[src/rtl/framebuffer_pkg.sv]
// framebuffer_pkg
// Shared definitions for the line framebuffer: reader FSM states, panel
// geometry constants and the address mapping that the UART writer path also
// uses, so that both sides always agree on where a pixel byte lives.
package framebuffer_pkg;

  typedef enum logic [1:0] {
    IDLE,
    FETCH,
    PRESENT,
    DONE
  } fb_state_t;

  localparam int PIXEL_COLS      = 64;
  localparam int HALF_ROWS       = 16;
  localparam int BYTES_PER_PIXEL = 2;
  localparam int FB_ADDR_WIDTH   = 12;

  // Columns are stored mirrored (~col) to match the panel wiring seen by the
  // writer; byte_sel=1 is RGB565[15:8], byte_sel=0 is RGB565[7:0].
  function automatic logic [FB_ADDR_WIDTH-1:0] fb_addr(
    input logic [4:0] row,
    input logic [5:0] col,
    input logic       byte_sel
  );
    return {row, ~col, byte_sel};
  endfunction

endpackage

[src/rtl/rgb565_plane_bit.sv]
// rgb565_plane_bit
// Combinational bit-plane slicer for one RGB565 pixel.
// Ports:
//   pixel             RGB565 word {R5,G6,B5}
//   plane             bit-plane index, 5 = MSB; values above 5 give 0
//   rgb_enable        channel gates, bit0=R bit1=G bit2=B
//   brightness_enable per-plane gate, bit p gates plane p
//   rgb               selected plane bit as {B,G,R}
module rgb565_plane_bit #(
  parameter int BITPLANES = 6
) (
  input  logic [15:0]          pixel,
  input  logic [2:0]           plane,
  input  logic [2:0]           rgb_enable,
  input  logic [BITPLANES-1:0] brightness_enable,
  output logic [2:0]           rgb
);

  logic [5:0] r6;
  logic [5:0] g6;
  logic [5:0] b6;
  logic [7:0] r_w;
  logic [7:0] g_w;
  logic [7:0] b_w;
  logic [7:0] be_w;
  logic       plane_on;

  // 5-bit channels are widened by repeating their MSB into the new LSB.
  assign r6 = {pixel[15:11], pixel[15]};
  assign g6 = pixel[10:5];
  assign b6 = {pixel[4:0], pixel[4]};

  // Widen to 8 bits so every 3-bit plane index stays in range.
  assign r_w  = {2'b00, r6};
  assign g_w  = {2'b00, g6};
  assign b_w  = {2'b00, b6};
  assign be_w = 8'(brightness_enable);

  assign plane_on = (plane <= 3'd5) && be_w[plane];
  assign rgb      = plane_on ? ({b_w[plane], g_w[plane], r_w[plane]} & rgb_enable)
                             : 3'b000;

endmodule

[src/rtl/framebuffer_row_reader.sv]
// framebuffer_row_reader
// Reads one scan-row pair (rows r and r+16) from the framebuffer RAM, slices
// one bit-plane out of every pixel and streams 64 two-row beats to the panel
// shift stage over valid/ready.
// Ports:
//   clk_in, reset          clock; synchronous active-low reset
//   start                  one-cycle request, honoured only in IDLE
//   row_sel, plane         upper row index and bit-plane, latched at start
//   rgb_enable             channel gates, latched at start
//   brightness_enable      per-plane gates, latched at start
//   ram_address/_read_enable/ram_data_in
//                          RAM read port, data one cycle after its address
//   pix_rgb_top/_bot       {B,G,R} plane bits of upper/lower pixel
//   pix_col, pix_last      beat column, high on column 63
//   pix_valid, pix_ready   beat handshake
//   busy, done             activity flag, one-cycle end-of-row pulse
//
// state   | meaning
// --------+-------------------------------------------------------------
// IDLE    | waiting for start
// FETCH   | issuing the four byte reads of the current column, capturing
// PRESENT | beat held on pix_*; top-hi read of the next column in flight
// DONE    | done pulse, back to IDLE
module framebuffer_row_reader
  import framebuffer_pkg::*;
#(
  parameter int BITPLANES = 6
) (
  input  logic                     clk_in,
  input  logic                     reset,
  input  logic                     start,
  input  logic [3:0]               row_sel,
  input  logic [2:0]               plane,
  input  logic [2:0]               rgb_enable,
  input  logic [BITPLANES-1:0]     brightness_enable,
  output logic [FB_ADDR_WIDTH-1:0] ram_address,
  output logic                     ram_read_enable,
  input  logic [7:0]               ram_data_in,
  output logic [2:0]               pix_rgb_top,
  output logic [2:0]               pix_rgb_bot,
  output logic [5:0]               pix_col,
  output logic                     pix_valid,
  input  logic                     pix_ready,
  output logic                     pix_last,
  output logic                     busy,
  output logic                     done
);

  localparam logic [5:0] LAST_COL       = 6'(PIXEL_COLS - 1);
  localparam logic [4:0] BOT_ROW_OFFSET = 5'(HALF_ROWS);
  localparam logic [1:0] LAST_SEL       = 2'(2 * BYTES_PER_PIXEL - 1);

  // Read slot encoding: 0 top-hi, 1 top-lo, 2 bot-hi, 3 bot-lo.
  function automatic logic [FB_ADDR_WIDTH-1:0] sel_addr(
    input logic [3:0] row,
    input logic [5:0] col_i,
    input logic [1:0] sel
  );
    logic [4:0] r5;
    r5 = sel[1] ? ({1'b0, row} | BOT_ROW_OFFSET) : {1'b0, row};
    return fb_addr(r5, col_i, ~sel[0]);
  endfunction

  fb_state_t             state;
  logic [5:0]            col;
  logic [3:0]            row_q;
  logic [2:0]            plane_q;
  logic [2:0]            rgb_en_q;
  logic [BITPLANES-1:0]  bright_q;
  logic [1:0]            issue_sel;
  logic                  cap_valid;
  logic [1:0]            cap_sel;
  logic [7:0]            top_hi;
  logic [7:0]            top_lo;
  logic [7:0]            bot_hi;
  logic [2:0]            top_bits;
  logic [2:0]            bot_bits;

  rgb565_plane_bit #(.BITPLANES(BITPLANES)) u_top_bit (
    .pixel             ({top_hi, top_lo}),
    .plane             (plane_q),
    .rgb_enable        (rgb_en_q),
    .brightness_enable (bright_q),
    .rgb               (top_bits)
  );

  // The bot-lo byte is consumed straight off the RAM bus in its data cycle.
  rgb565_plane_bit #(.BITPLANES(BITPLANES)) u_bot_bit (
    .pixel             ({bot_hi, ram_data_in}),
    .plane             (plane_q),
    .rgb_enable        (rgb_en_q),
    .brightness_enable (bright_q),
    .rgb               (bot_bits)
  );

  always_ff @(posedge clk_in) begin
    if (!reset) begin
      state           <= IDLE;
      col             <= '0;
      row_q           <= '0;
      plane_q         <= '0;
      rgb_en_q        <= '0;
      bright_q        <= '0;
      issue_sel       <= '0;
      cap_valid       <= 1'b0;
      cap_sel         <= '0;
      top_hi          <= '0;
      top_lo          <= '0;
      bot_hi          <= '0;
      ram_address     <= '0;
      ram_read_enable <= 1'b0;
      pix_rgb_top     <= '0;
      pix_rgb_bot     <= '0;
      pix_col         <= '0;
      pix_valid       <= 1'b0;
      pix_last        <= 1'b0;
      busy            <= 1'b0;
      done            <= 1'b0;
    end else begin
      // Tag each read so its byte is captured in the following cycle,
      // whatever state the FSM has moved on to.
      cap_valid <= ram_read_enable;
      cap_sel   <= issue_sel;
      if (cap_valid) begin
        case (cap_sel)
          2'd0:    top_hi <= ram_data_in;
          2'd1:    top_lo <= ram_data_in;
          2'd2:    bot_hi <= ram_data_in;
          default: ;
        endcase
      end

      done <= 1'b0;

      case (state)
        IDLE: begin
          if (start) begin
            row_q           <= row_sel;
            plane_q         <= plane;
            rgb_en_q        <= rgb_enable;
            bright_q        <= brightness_enable;
            col             <= '0;
            issue_sel       <= 2'd0;
            ram_address     <= sel_addr(row_sel, 6'd0, 2'd0);
            ram_read_enable <= 1'b1;
            busy            <= 1'b1;
            state           <= FETCH;
          end
        end

        FETCH: begin
          if (ram_read_enable && (issue_sel != LAST_SEL)) begin
            issue_sel   <= issue_sel + 2'd1;
            ram_address <= sel_addr(row_q, col, issue_sel + 2'd1);
          end else begin
            ram_read_enable <= 1'b0;
          end

          if (cap_valid && (cap_sel == LAST_SEL)) begin
            pix_rgb_top <= top_bits;
            pix_rgb_bot <= bot_bits;
            pix_col     <= col;
            pix_last    <= (col == LAST_COL);
            pix_valid   <= 1'b1;
            state       <= PRESENT;
            // Start the next column's top-hi read while this beat is shown,
            // so an accepted beat costs five cycles instead of six.
            if (col != LAST_COL) begin
              issue_sel       <= 2'd0;
              ram_address     <= sel_addr(row_q, col + 6'd1, 2'd0);
              ram_read_enable <= 1'b1;
            end
          end
        end

        PRESENT: begin
          ram_read_enable <= 1'b0;
          if (pix_ready) begin
            pix_valid <= 1'b0;
            pix_last  <= 1'b0;
            if (col == LAST_COL) begin
              done  <= 1'b1;
              state <= DONE;
            end else begin
              col             <= col + 6'd1;
              issue_sel       <= 2'd1;
              ram_address     <= sel_addr(row_q, col + 6'd1, 2'd1);
              ram_read_enable <= 1'b1;
              state           <= FETCH;
            end
          end
        end

        DONE: begin
          busy  <= 1'b0;
          state <= IDLE;
        end

        default: state <= IDLE;
      endcase
    end
  end

endmodule

[config.mk]
export PLATFORM = sky130hd
export DESIGN_NAME = framebuffer_row_reader
export DESIGN_NICKNAME = d
export VERILOG_FILES = /design/src/rtl/framebuffer_pkg.sv /design/src/rtl/rgb565_plane_bit.sv /design/src/rtl/framebuffer_row_reader.sv
export SDC_FILE = /design/constraint.sdc
export NUM_CORES = 1
export LEC_CHECK = 0
export CAP_MARGIN = 25
export CORE_ASPECT_RATIO = 0.9
export CORE_UTILIZATION = 28
export DETAILED_ROUTE_END_ITERATION = 7
export GPL_TIMING_DRIVEN = 0
export RECOVER_POWER = 25
export SYNTH_ARGS = -nofsm -noshare
export SYNTH_HDL_FRONTEND = slang
export SYNTH_HIERARCHICAL = 1
export SYNTH_SLANG_ARGS = --single-unit
export TNS_END_PERCENT = 20
[constraint.sdc]
create_clock -name clk_in -period 2 [get_ports clk_in]
set_input_delay 0.4 -clock clk_in [delete_from_list [all_inputs] [get_ports clk_in]]
set_output_delay 0.4 -clock clk_in [all_outputs]
set_load 0.01 [all_outputs]
==> impl_metrics.csv <==
group,metric,value,unit
run_status,status,"finished, final reports clean",
power,powerDensity,1121,nW/µm²
place,io_buffers,56,
yosys,ys.flop_type,"dfxtp_1",
die,die_h,117.4,µm
yosys,ys_warn_count,6,
grt,gr-total-overflow,0,
route,drcViolationCount,0,
route,antenna_left,0,
min_path,hold_start,"pix_rgb_bot[1]$_SDFFE_PN0P_",
yosys,synth-simple-area-share,19.34,%
finish,fillers,1486,
critical_path,critPathLaunchType,"register",
power,p_sw,2.091,mW
critical_path,rr_startpoint,"state[0]$_SDFFE_PN0P_",
yosys,synth_area,4140,µm²
finish,syn_to_final_growth,27.92,%
yosys,synth_cell_type_count,58,
power,ir_worst_vdd,0.4881,mV
power,clkPwrFrac,29.5,%
timing,setup_tns,0,ps
finish,multi_input_comb_area,2285,µm²
min_path,whs_endpoint,"pix_rgb_bot[1]$_SDFFE_PN0P_",
grt,track_usage,16.13,%
yosys,yosys_register_bits,82,
cts,worstSkewPairLatency,350,ps
die,die_w,130.2,µm
yosys,synth_edf_count,0,
route,vias,3782,
critical_path,cp_max_fo,10,
finish,register_area,1644,µm²
grt,antenna_found_initial,0,
finish,final_common_cell,"nand2_1",
critical_path,crit_arrival,2220,ps
yosys,async_flop_share,0,%
die,core_area,14210,µm²
timing,layout_min_cycle_time,1947,ps
yosys,ys_seq_area_share,39.65,%
cts,clkTransAtPathRegs,70,ps
place,dp_hpwl,8635,µm
timing,hold_viol_final,0,
yosys,synth_xor_xnor_area_share,0.6346,%
yosys,syn-num-nets,517,
yosys,synth_compound_area_share,19.89,%
timing,post-route-period-util,97.36,%
power,p_leak,2.035,nW
route,dr.first_iter.drc_count,291,
finish,final_cell_mix,"nand2_1, dfxtp_1, a21oi_1, clkdlybuf4s50_1, nor2_1",
cts,cts_tree,"yes",
grt,grt_max_degree,16,
yosys,synthAdderAreaFrac,1.813,%
critical_path,rr_worst_depth,8,
die,start_util,29.14,%
critical_path,crit_path_end_kind,"register",
route,wirelength,11690,µm
critical_path,path_class,"reg2reg",
grt,grt_pass1_vias,3586,
route,wl_per_cell,15.56,µm
power,p_int,3.848,mW
grt,grt_pass1_wl,18800,µm
yosys,synthMuxAreaShare,13.39,%
finish,drive_above_1_share,13.08,%
power,power_frac_seq,35.5,%
cts,numCtsBuffers,9,
route,via_per_inst,5.036,
critical_path,r2r-end,"ram_address[5]$_SDFFE_PN0P_",
timing,finalSetupViolCount,0,
timing,max_slew_margin,59.99,%
yosys,synth_top_family_by_area,"compound AO/OA/AOI/OAI gates",
critical_path,r2r_setup_slack,50,ps
yosys,syn_avg_cell_area,8.572,µm²
cts,htree_num_levels,3,
cts,cts_root_buffer,"clkbuf_16",
timing,rsz0062_at_grt,"yes",
power,switching_share,35.20,%
die,die-area,15280,µm²
flow_run,drv_cap,0,
cts,clk_path_buf_depth,2,
place,place_congestion,0.8973,
critical_path,cp.required,2270,ps
timing,clock.fmax,0.5136,GHz
die,num_io_pins,57,
route,dr.pass1.iters,5,
timing,worstMarginPinSlew,598.7,ps
power,p_comb_share,35.0,%
die,num_rows,41,
finish,nets,587,
cts,numClockSinks,82,
timing,clock_skew,4.647,ps
finish,diodes,0,
min_path,hold_class,"reg2reg",
timing,hold_ws,452.7,ps
min_path,hold_depth,2,
yosys,syn_inst,483,
timing,slew_viol_final,0,
final cells by class:
class	instances	area share, %
well taps	193	4.559
plain buffers	31	3.071
repair buffers	59	11.08
clock buffers	10	4.512
flip-flops and latches	82	31.04
clock inverters	6	1.394
inverters	17	1.205
multi-input cells	353	43.14
repair_timing:
action | CTS | global route
hold buffers | 0 | 0
setup buffers | 2 | 1
gates resized for setup | 2 | 13
setup endpoints to repair | 13 | 54
cells by family after synthesis:
kind of cell / count (synthesis)
and+or+nand+nor: 174
AOI/OAI and AO/OA: 128
DFF: 82
buffers and inverters: 48
muxes: 42
adders and majority gates: 6
xor gates and xnor gates: 3
cell usage after synthesis (3+ instances only):
| cell type | number | area [µm²] |
|---|---|---|
| and2_1 | 8 | 50.05 |
| a31oi_1 | 11 | 68.82 |
| xnor2_1 | 3 | 26.28 |
| o21ai_2 | 4 | 35.03 |
| nand3b_1 | 3 | 22.52 |
| dfxtp_1 | 82 | 1642 |
| o211ai_1 | 7 | 52.55 |
| a2bb2oi_1 | 3 | 26.28 |
| a211oi_1 | 3 | 22.52 |
| inv_1 | 17 | 63.81 |
| nand2_1 | 82 | 307.8 |
| mux2i_1 | 25 | 250.2 |
| nand3_1 | 14 | 70.07 |
| and3_1 | 3 | 18.77 |
| ha_1 | 6 | 75.07 |
| a2111oi_1 | 6 | 60.06 |
| mux2_2 | 8 | 90.09 |
| a21oi_1 | 52 | 260.3 |
| nand2b_1 | 5 | 31.28 |
| nor2_1 | 41 | 153.9 |
| buf_6 | 3 | 33.78 |
| o21ai_0 | 21 | 105.1 |
| nor2b_1 | 3 | 18.77 |
| clkbuf_1 | 15 | 56.30 |
| buf_2 | 9 | 45.04 |
| mux4_1 | 6 | 157.7 |
worst max-delay path, stage by stage (launching register included):
cell     delay [ps]
dfxtp_2         370
inv_1            70
ha_2            210
nor2b_4         160
or3_4           410
a21oi_4         230
buf_6           200
o21ai_2          60
a31oi_1         160
per-layer routing:
layer | global-route usage [%] | vias up | part of all wire (%)
met5 | 0 | - | 0
met4 | 4.942 | 0 | 1.7
met3 | 4.015 | 17 | 7.0
met2 | 23.87 | 126 | 44
met1 | 22.75 | 1783 | 48
li1 | - | 1856 | -
state kept, by name, summed over array words and instances (netlist names), 3 cells and up:
| name | cells |
|---|---|
| top_hi | 8 |
| ram_address | 12 |
| plane_q | 3 |
| col | 6 |
| row_q | 4 |
| bot_hi | 8 |
| pix_rgb_bot | 3 |
| pix_col | 6 |
| bright_q | 6 |
| rgb_en_q | 3 |
| top_lo | 8 |
| pix_rgb_top | 3 |
stage by stage:
stage | instance area (µm²) | power, mW | util (%) | std cells | worst slack [ps]
floorplan | 4140 | 3.386 | - | 483 | 196.1
global placement | 4942 | 4.105 | 34.78 | 732 | -360.8
detailed placement | 4942 | 4.146 | 34.78 | 732 | -360.9
CTS | 5274 | 5.942 | 37.11 | 750 | 4.513
global route | 5296 | 6.262 | 37.27 | 751 | -19.53
finish | 5296 | 5.939 | 37.27 | 751 | 52.82
how the worst max path moves through the flow:
stage	cells past startpoint	start	endpoint	slack, ps
after global placement	5	reset	top_lo[7]$_SDFFE_PN0P_	-360
after floorplan	8	state[0]$_SDFFE_PN0P_	issue_sel[0]$_SDFFE_PN0P_	200
after global routing	8	state[0]$_SDFFE_PN0P_	ram_address[5]$_SDFFE_PN0P_	-20
after CTS	5	reset	bot_hi[7]$_SDFFE_PN0P_	5
final	8	state[0]$_SDFFE_PN0P_	ram_address[5]$_SDFFE_PN0P_	50
after detailed placement	5	reset	top_hi[7]$_SDFFE_PN0P_	-360
power groups by stage:
stage | clock network [mW] | registers, mW | logic, mW
after floorplan | 0 | 2.13 | 1.25
after global placement | 0 | 2.13 | 1.97
after detailed placement | 0 | 2.14 | 2.00
after CTS | 1.79 | 2.11 | 2.04
after global routing | 1.84 | 2.15 | 2.27
final | 1.75 | 2.11 | 2.08
Power figures use the tool's default switching activity.
